### src/rtl/sms4_host_driver.sv
// Host-side job driver for an SMS4 block-cipher core.
// Accepts one host job at a time, reloads the key if needed, issues the data
// command, waits for the result under a timeout and returns it to the host.
module sms4_host_driver #(
    parameter int unsigned DWIDTH  = 128,
    parameter int unsigned TIMEOUT = 64
) (
    input  logic              clk,
    input  logic              reset,
    // host request
    input  logic              req_valid,
    output logic              req_ready,
    input  logic [DWIDTH-1:0] req_key,
    input  logic [DWIDTH-1:0] req_data,
    input  logic              req_enc,
    input  logic              req_newkey,
    // host response
    output logic              rsp_valid,
    input  logic              rsp_ready,
    output logic [DWIDTH-1:0] rsp_data,
    output logic              rsp_err,
    // core command side
    output logic [DWIDTH-1:0] kin,
    output logic [1:0]        kvld,
    output logic [DWIDTH-1:0] din,
    output logic              load,
    output logic              start,
    output logic              enc,
    // core status side
    input  logic [DWIDTH-1:0] dout,
    input  logic              busy,
    input  logic              ready,
    input  logic              kstr,
    input  logic [DWIDTH-1:0] kout
);

    localparam int unsigned CW = (TIMEOUT > 1) ? $clog2(TIMEOUT) : 1;
    localparam logic [CW-1:0] CNT_LAST = CW'(TIMEOUT - 1);

    typedef enum logic [2:0] {
        IDLE,
        KEY,
        KWAIT,
        DATA,
        DWAIT,
        RESP
    } state_t;

    state_t            state;
    logic [CW-1:0]     wait_cnt;
    logic              key_loaded;
    logic [DWIDTH-1:0] data_q;
    logic              enc_q;

    // The core's key readback is not needed by this driver.
    logic kout_unused;
    assign kout_unused = ^kout;

    // Job sequencing FSM; every output is registered and strobes last one cycle.
    // kvld is raised on the accepting edge so it coincides with the KEY state;
    // load/start are raised on the edge that samples busy=0 in DATA.
    always_ff @(posedge clk or negedge reset) begin
        if (!reset) begin
            state      <= IDLE;
            wait_cnt   <= '0;
            key_loaded <= 1'b0;
            data_q     <= '0;
            enc_q      <= 1'b0;
            req_ready  <= 1'b0;
            rsp_valid  <= 1'b0;
            rsp_data   <= '0;
            rsp_err    <= 1'b0;
            kin        <= '0;
            kvld       <= 2'b00;
            din        <= '0;
            load       <= 1'b0;
            start      <= 1'b0;
            enc        <= 1'b0;
        end else begin
            kvld  <= 2'b00;
            load  <= 1'b0;
            start <= 1'b0;
            case (state)
                IDLE: begin
                    if (req_ready && req_valid) begin
                        req_ready <= 1'b0;
                        data_q    <= req_data;
                        enc_q     <= req_enc;
                        if (req_newkey || !key_loaded) begin
                            kvld  <= 2'b11;
                            kin   <= req_key;
                            state <= KEY;
                        end else begin
                            state <= DATA;
                        end
                    end else begin
                        req_ready <= 1'b1;
                    end
                end
                KEY: begin
                    wait_cnt <= '0;
                    state    <= KWAIT;
                end
                KWAIT: begin
                    // The awaited event has priority over the timeout.
                    if (kstr) begin
                        key_loaded <= 1'b1;
                        state      <= DATA;
                    end else if (wait_cnt == CNT_LAST) begin
                        key_loaded <= 1'b0;
                        rsp_err    <= 1'b1;
                        rsp_data   <= '0;
                        rsp_valid  <= 1'b1;
                        state      <= RESP;
                    end else begin
                        wait_cnt <= wait_cnt + CW'(1);
                    end
                end
                DATA: begin
                    if (!busy) begin
                        load     <= 1'b1;
                        start    <= 1'b1;
                        din      <= data_q;
                        enc      <= enc_q;
                        wait_cnt <= '0;
                        state    <= DWAIT;
                    end
                end
                DWAIT: begin
                    if (ready) begin
                        rsp_data  <= dout;
                        rsp_err   <= 1'b0;
                        rsp_valid <= 1'b1;
                        state     <= RESP;
                    end else if (wait_cnt == CNT_LAST) begin
                        key_loaded <= 1'b0;
                        rsp_err    <= 1'b1;
                        rsp_data   <= '0;
                        rsp_valid  <= 1'b1;
                        state      <= RESP;
                    end else begin
                        wait_cnt <= wait_cnt + CW'(1);
                    end
                end
                RESP: begin
                    if (rsp_ready) begin
                        rsp_valid <= 1'b0;
                        req_ready <= 1'b1;
                        state     <= IDLE;
                    end
                end
                default: begin
                    state <= IDLE;
                end
            endcase
        end
    end

endmodule
### config.mk
export PLATFORM = sky130hd
export DESIGN_NAME = sms4_host_driver
export DESIGN_NICKNAME = d
export VERILOG_FILES = /design/src/rtl/sms4_host_driver.sv
export SDC_FILE = /design/constraint.sdc
export NUM_CORES = 1
export LEC_CHECK = 0
export BUFFER_PORTS_ARGS = -buffer_cell sky130_fd_sc_hd__buf_2
export CAP_MARGIN = 20
export CORE_AREA = 2 2 351 353
export DETAILED_ROUTE_END_ITERATION = 7
export DIE_AREA = 0 0 353 355
export GPL_ROUTABILITY_DRIVEN = 0
export SLEW_MARGIN = 40
export SYNTH_ARGS = -nofsm -noshare
export SYNTH_HDL_FRONTEND = slang
export SYNTH_SLANG_ARGS = --single-unit
### constraint.sdc
create_clock -name clk -period 3.65 [get_ports clk]
set_input_delay 0.1825 -clock clk [delete_from_list [all_inputs] [get_ports clk]]
set_output_delay 0.1825 -clock clk [all_outputs]
set_load 0.005 [all_outputs]
==> impl_metrics.ini, run 1 <==
[sta]
finalWorstSetupSlack_ps = 1020
tightest_slew_ps = 870
finClkSkew_ps = 20.3
period_needed_ps = 2630
hold_violations = 0
fin_crit_sh_pct = 72.1
timing.fmax_mhz = 380
final-setup-viol-count = 0
relSlewSlack_pct = 42.0
tns_ps = 0
drv_slew = 0
rsz0062_at_grt = false

[grt]
gr-total-overflow = 0
grt_max_degree = 131
track_usage_pct = 11.9
grt_pass1_wl_um = 110000
grt_pass1_vias = 15800
antenna_found_initial = 19

[clock_tree]
root_buffer = clkbuf_16
clockBufferDepth = 3
cts_sinks = 529
ctsResizeCount = 0
post_cts_buffers = 0
htreeDepth = 2
cts_tree = yes
cts-buffers-inserted = 60
clk_pin_slew_ps = 60
clk_latency_ps = 630
cts-hold-fix-buffers = 392

[critical_path]
crit_type = flip-flop to flip-flop
critPathCaptureType = flip-flop
arrival_ps = 3150
path_max_fanout = 49
critPathRequiredTime_ps = 4170
critPathLaunchType = flip-flop

[synth]
synthCells = 1197
ys_ff_latch = 529
yosysSeqAreaShare_pct = 67.5
synth.yosys.warnings = 0
syn_area_per_cell_sq_um = 16.4
synth_edf_count = 0
syn_nets = 1719
ys_types = 39
synthFlopType = dfrtp_1
netlist_area_sq_um = 19600
synth_async_sr_flop_share_pct = 100

[die]
initial_core_util_pct = 16.1
core.rowCount = 128
die_area_sq_um = 125000
die_h_um = 355
core_region_area_sq_um = 121000
die_width_um = 353
ios = 913

[placement]
io_buffers = 784
place_ws_ps = 956
dp_cells = 3559
post-dp-hpwl_um = 56900

[drt]
drtIter0Drc = 638
vias_per_cell = 3.65
first_pass_iters = 4
wl_per_cell_um = 18.8
route.antenna.remaining_nets = 0
drc_errors = 0
routed_wirelength_um = 76400
via_count = 14900

[power]
ir_drop_v = 0.000466
leakagePower_nw = 15.0
p_per_area_nw_per_um2 = 772

[job]
maxCapViolCount = 0

[finish]
nets = 2910
final_util_pct = 26.2
area_delta_synth_final_pct = 62.0
layout.cells.non_filler = 4075
mostFrequentLayoutCells = buf_2, dfrtp_1, dlygate4sd3_1
layout_commonest_cell = buf_2
drive_gt1_share_pct = 45.4

[min_path]
hold_class = input port to flip-flop

[run_status]
status = finished, final reports clean
## layout make-up
cell class | instances | area, sq um
multi-input combinational | 584 | 5970
tap | 1625 | 2030
inverter | 6 | 22.5
clock buffer | 77 | 1700
fill | 12600 | 89600
timing repair buffer | 1207 | 8290
clock inverter | 35 | 482
sequential | 529 | 13200
antenna | 12 | 30.0
## cells by family after synthesis
family | Yosys count | synth area share (%)
fa+ha+maj | 1 | 0.0638
mux | 387 | 22.2
buf+inv | 84 | 2.23
compound gates | 160 | 6.93
flops | 529 | 67.5
simple gates | 36 | 1.01
## through the flow
| stage | area [sq um] | hold WS [ps] | power (mW) |
|---|---|---|---|
| 6_report | 31800 | 85.3 | 24.5 |
| 5_1_grt | 31700 | 56.0 | 26.1 |
| 4_1_cts | 31700 | 5.57 | 25.0 |
| 3_5_place_dp | 25600 | 254 | 17.8 |
| 3_3_place_gp | 25600 | 252 | 17.6 |
| 2_1_floorplan | 19600 | -113 | 13.5 |
## worst max-delay path: stages, from the launching register on
cell and delay [ps]:
dfrtp_1 570, or3b_4 480, a2111oi_4 480, nor2_4 180
buf_16 200, buf_4 290, a22o_1 270
## where the power goes
part           switching (mW)  internal, mW  leakage [nW]
logic                    3.43          4.16          7.49
clock network            2.56          4.05          1.08
registers                1.56          8.74          6.43
total                    7.55          17.0          15.0
## layer usage
layer | routed length, um | track usage (%)
met2 | 37900 | 20.7
met5 | 37 | 0
met3 | 5710 | 3.59
met4 | 3630 | 5.28
met1 | 29100 | 13.3
## Yosys cell counts, types with 2 or more instances
cell,count,area share (%)
a22o_1,128,5.7
buf_4,16,0.61
a21oi_1,8,0.20
a31oi_1,4,0.13
clkbuf_1,13,0.25
o21ai_0,5,0.13
a211oi_1,2,0.077
mux2_2,178,10
mux2_1,208,12
a2111oi_0,2,0.089
nand3_1,5,0.13
a41oi_1,2,0.089
dfrtp_1,529,68
nand2b_1,2,0.064
nor2_1,11,0.21
inv_1,6,0.11
buf_2,49,1.3
nand2_1,8,0.15
## final timing paths
check | startpoint | to | slack (ps) | depth (start not counted)
setup / recovery | state[1]$_DFFE_PN0P_ | rsp_data[1]$_DFFE_PN0P_ | 1020 | 6
hold / removal | kstr | state[2]$_DFFE_PN0P_ | 90 | 4
setup reg to reg | state[1]$_DFFE_PN0P_ | rsp_data[1]$_DFFE_PN0P_ | 1020 | 6
hold reg to reg | din[64]$_DFFE_PN0P_ | din[64]$_DFFE_PN0P_ | 480 | 1
max in group asynchronous | reset | kin[109]$_DFFE_PN0P_ | 2480 | 3
min in group asynchronous | reset | rsp_data[77]$_DFFE_PN0P_ | 140 | 2
## state kept, by name, indices dropped and copies added (netlist names)
register and cells:
enc 1, start 1, din 128, req_ready 1
wait_cnt 6, key_loaded 1, state 3, rsp_err 1
data_q 128, enc_q 1, kvld 1, rsp_valid 1
rsp_data 128, kin 128
Note: power is estimated with default switching activity, not from simulation.
==> run 2, diff against run 1 <==
--- a/config.mk
+++ b/config.mk
@@ -5,11 +5,12 @@
 export SDC_FILE = /design/constraint.sdc
 export NUM_CORES = 1
 export LEC_CHECK = 0
+export ABC_AREA = 1
 export BUFFER_PORTS_ARGS = -buffer_cell sky130_fd_sc_hd__buf_2
 export CAP_MARGIN = 20
-export CORE_AREA = 2 2 351 353
+export CORE_AREA = 2 2 355 357
 export DETAILED_ROUTE_END_ITERATION = 7
-export DIE_AREA = 0 0 353 355
+export DIE_AREA = 0 0 357 359
 export GPL_ROUTABILITY_DRIVEN = 0
 export SLEW_MARGIN = 40
 export SYNTH_ARGS = -nofsm -noshare
==> constraint.sdc (replaced) <==
create_clock -name clk -period 2.2 [get_ports clk]
set_input_delay 0.11 -clock clk [delete_from_list [all_inputs] [get_ports clk]]
set_output_delay 0.11 -clock clk [all_outputs]
set_load 0.005 [all_outputs]
==> impl_metrics.ini, run 2 <==
[power]
ir_drop_v = 0.000806
p_per_area_nw_per_um2 = 1210
leakagePower_nw = 17.5

[synth]
syn_nets = 2871
synth_compound_area_share_pct = 0.983
yosysSeqAreaShare_pct = 64.2
synthSimpleGateAreaFrac_pct = 30.1
synthXorXnorAreaFrac_pct = 0.0850
yosysMostFrequentCell = nand2_1
synthAdderAreaFrac_pct = 0.0607
synth_top_area_share_pct = 64.2
synthFlopType = dfrtp_1
ys_ff_latch = 529
synth_top_area_cell = dfrtp_1
netlist_area_sq_um = 20600
synth_async_sr_flop_share_pct = 100
synth.yosys.warnings = 0
ys_types = 22
synth_top_family_by_area = simple AND/OR/NAND/NOR gates
yosys-top-cells-count = nand2_1, dfrtp_1, nand3_1
synthTopCellsByArea = dfrtp_1, nand2_1, nand3_1
synth_mux_area_share_pct = 0
synth_edf_count = 0
syn_area_per_cell_sq_um = 8.78
synthCells = 2349

[die]
die_h_um = 359
die_area_sq_um = 128000
core_region_area_sq_um = 125000
ios = 913
die_width_um = 357
core.rowCount = 130
initial_core_util_pct = 16.5

[job]
maxCapViolCount = 0

[finish]
area_delta_synth_final_pct = 58.2
final_area_sq_um = 32600
drive_gt1_share_pct = 26.7
layout_commonest_cell = nand2_1
mostFrequentLayoutCells = nand2_1, buf_2, dfrtp_1
nets = 4037

[drt]
route.antenna.remaining_nets = 0
routed_wirelength_um = 76700
drtIter0Drc = 1250
wl_per_cell_um = 14.7
drc_errors = 0
via_count = 19700
first_pass_iters = 5
vias_per_cell = 3.78

[clock_tree]
cts_tree = yes
ctsResizeCount = 0
clk_latency_ps = 650
root_buffer = clkbuf_16
cts-hold-fix-buffers = 392
cts-buffers-inserted = 61
post_cts_buffers = 0
clockBufferDepth = 3
htreeDepth = 2
clk_pin_slew_ps = 60
cts_sinks = 529

[sta]
rsz0062_at_grt = false
fin_crit_sh_pct = 93.0
drv_slew = 0
finClkSkew_ps = 19.2
hold_violations = 0
timing.fmax_mhz = 489
relSlewSlack_pct = 59.3
final-setup-viol-count = 0
period_needed_ps = 2050
tightest_slew_ps = 610
tns_ps = 0

[placement]
dpl-instance-area_sq_um = 26700
post-dp-hpwl_um = 52700
io_buffers = 784

[critical_path]
critPathLaunchType = flip-flop
critPathRequiredTime_ps = 2780
crit_type = flip-flop to flip-flop
critPathCaptureType = flip-flop
reg2reg_to = state[2]$_DFFE_PN0P_
cp_cell_sequence = ha_1 > nand3_1 > nor2_1 > buf_4 > a21oi_1 > o21bai_1 > dlygate4sd3_1
arrival_ps = 2620
critPathMaxStageDelay_ps = 550
regToRegSetupSlack_ps = 150
path_max_fanout = 6
r2r_start = wait_cnt[0]$_DFFE_PN0P_
crit_buf_inv = 2
critPathTopFamily = buffers and inverters
r2r_cells = 7
slowest_stage = dlygate4sd3_1

[run_status]
status = finished, final reports clean

[grt]
grt_max_degree = 102
grt_pass1_wl_um = 117000
antenna_found_initial = 3
gr-total-overflow = 0
grt_pass1_vias = 20100
track_usage_pct = 11.5

[min_path]
hold_class = input port to flip-flop
min_path_cells = 8
hold_end = state[0]$_DFFE_PN0P_
hp-start = req_valid
[run 2: cell types whose count changed in the layout (fill, tap and decap cells not counted), moves of 15 or more]
cell     change
nand3_1    +132
mux2_2     -178
buf_12      +15
buf_4       +16
mux2_1     -208
nand2_1   +1422
a22o_1     -128
inv_1       +40
o21ai_0     +29
[run 2: power by group]
part           leakage (nW)  internal (mW)  switching (mW)
registers              6.63           14.2            2.53
clock network         0.992           5.95            4.28
logic                  9.92           5.40            7.02
total                  17.5           25.5            13.8
[run 2: cell type report]
cell class,count,area (sq um)
Sequential cell,529,13200
Clock inverter,20,229
Tap cell,1650,2060
Fill cell,13100,92000
Multi-Input combinational cell,1638,6460
Antenna cell,4,10.0
Timing Repair Buffer,1234,8630
Clock buffer,88,1780
Inverter,51,201
[run 2: stage by stage]
stage / total power, mW / hold slack [ps] / instances / util [%] / setup WS (ps)
2_1_floorplan: 22.0 / -186 / 2349 / - / 592
3_3_place_gp: 28.4 / 48.7 / 4710 / 21.4 / 313
3_5_place_dp: 28.8 / 49.6 / 4710 / 21.4 / 301
4_1_cts: 39.9 / 19.3 / 5210 / 26.2 / 150
5_1_grt: 42.3 / 90.4 / 5213 / 26.2 / 0.0573
6_report: 39.4 / 82.2 / 5214 / 26.2 / 154
[run 2: how the worst max path moves through the flow]
stage	startpoint	end	cells after the start	slack (ps)
final	wait_cnt[0]$_DFFE_PN0P_	state[2]$_DFFE_PN0P_	7	150
after global routing	wait_cnt[0]$_DFFE_PN0P_	state[2]$_DFFE_PN0P_	7	0.06
after CTS	wait_cnt[0]$_DFFE_PN0P_	state[2]$_DFFE_PN0P_	7	150
after detailed placement	state[2]$_DFFE_PN0P_	kin[112]$_DFFE_PN0P_	9	300
after global placement	state[2]$_DFFE_PN0P_	kin[3]$_DFFE_PN0P_	9	310
after floorplan	wait_cnt[0]$_DFFE_PN0P_	rsp_data[0]$_DFFE_PN0P_	8	590
[run 2: kinds of logic (layout without fill, tap and decap cells)]
group	after synthesis	after routing
simple gates	1595	1595
other cells	0	4
compound gates	40	40
xor+xnor	2	2
flops	529	529
buf+inv	182	1393
fa+ha+maj	1	1
[run 2: worst reg2reg max path, cell delays in order, from the launching register on]
cell and delay (ps):
dfrtp_1 430, ha_1 220, nand3_1 120, nor2_1 270, buf_4 200, a21oi_1 70
o21bai_1 130, dlygate4sd3_1 550
[run 2: metal layers]
layer	track usage [%]	share of wire, %
met4	4.31	3.6
met1	13.9	41
met2	19.8	48
met3	2.71	7.3
met5	0	0
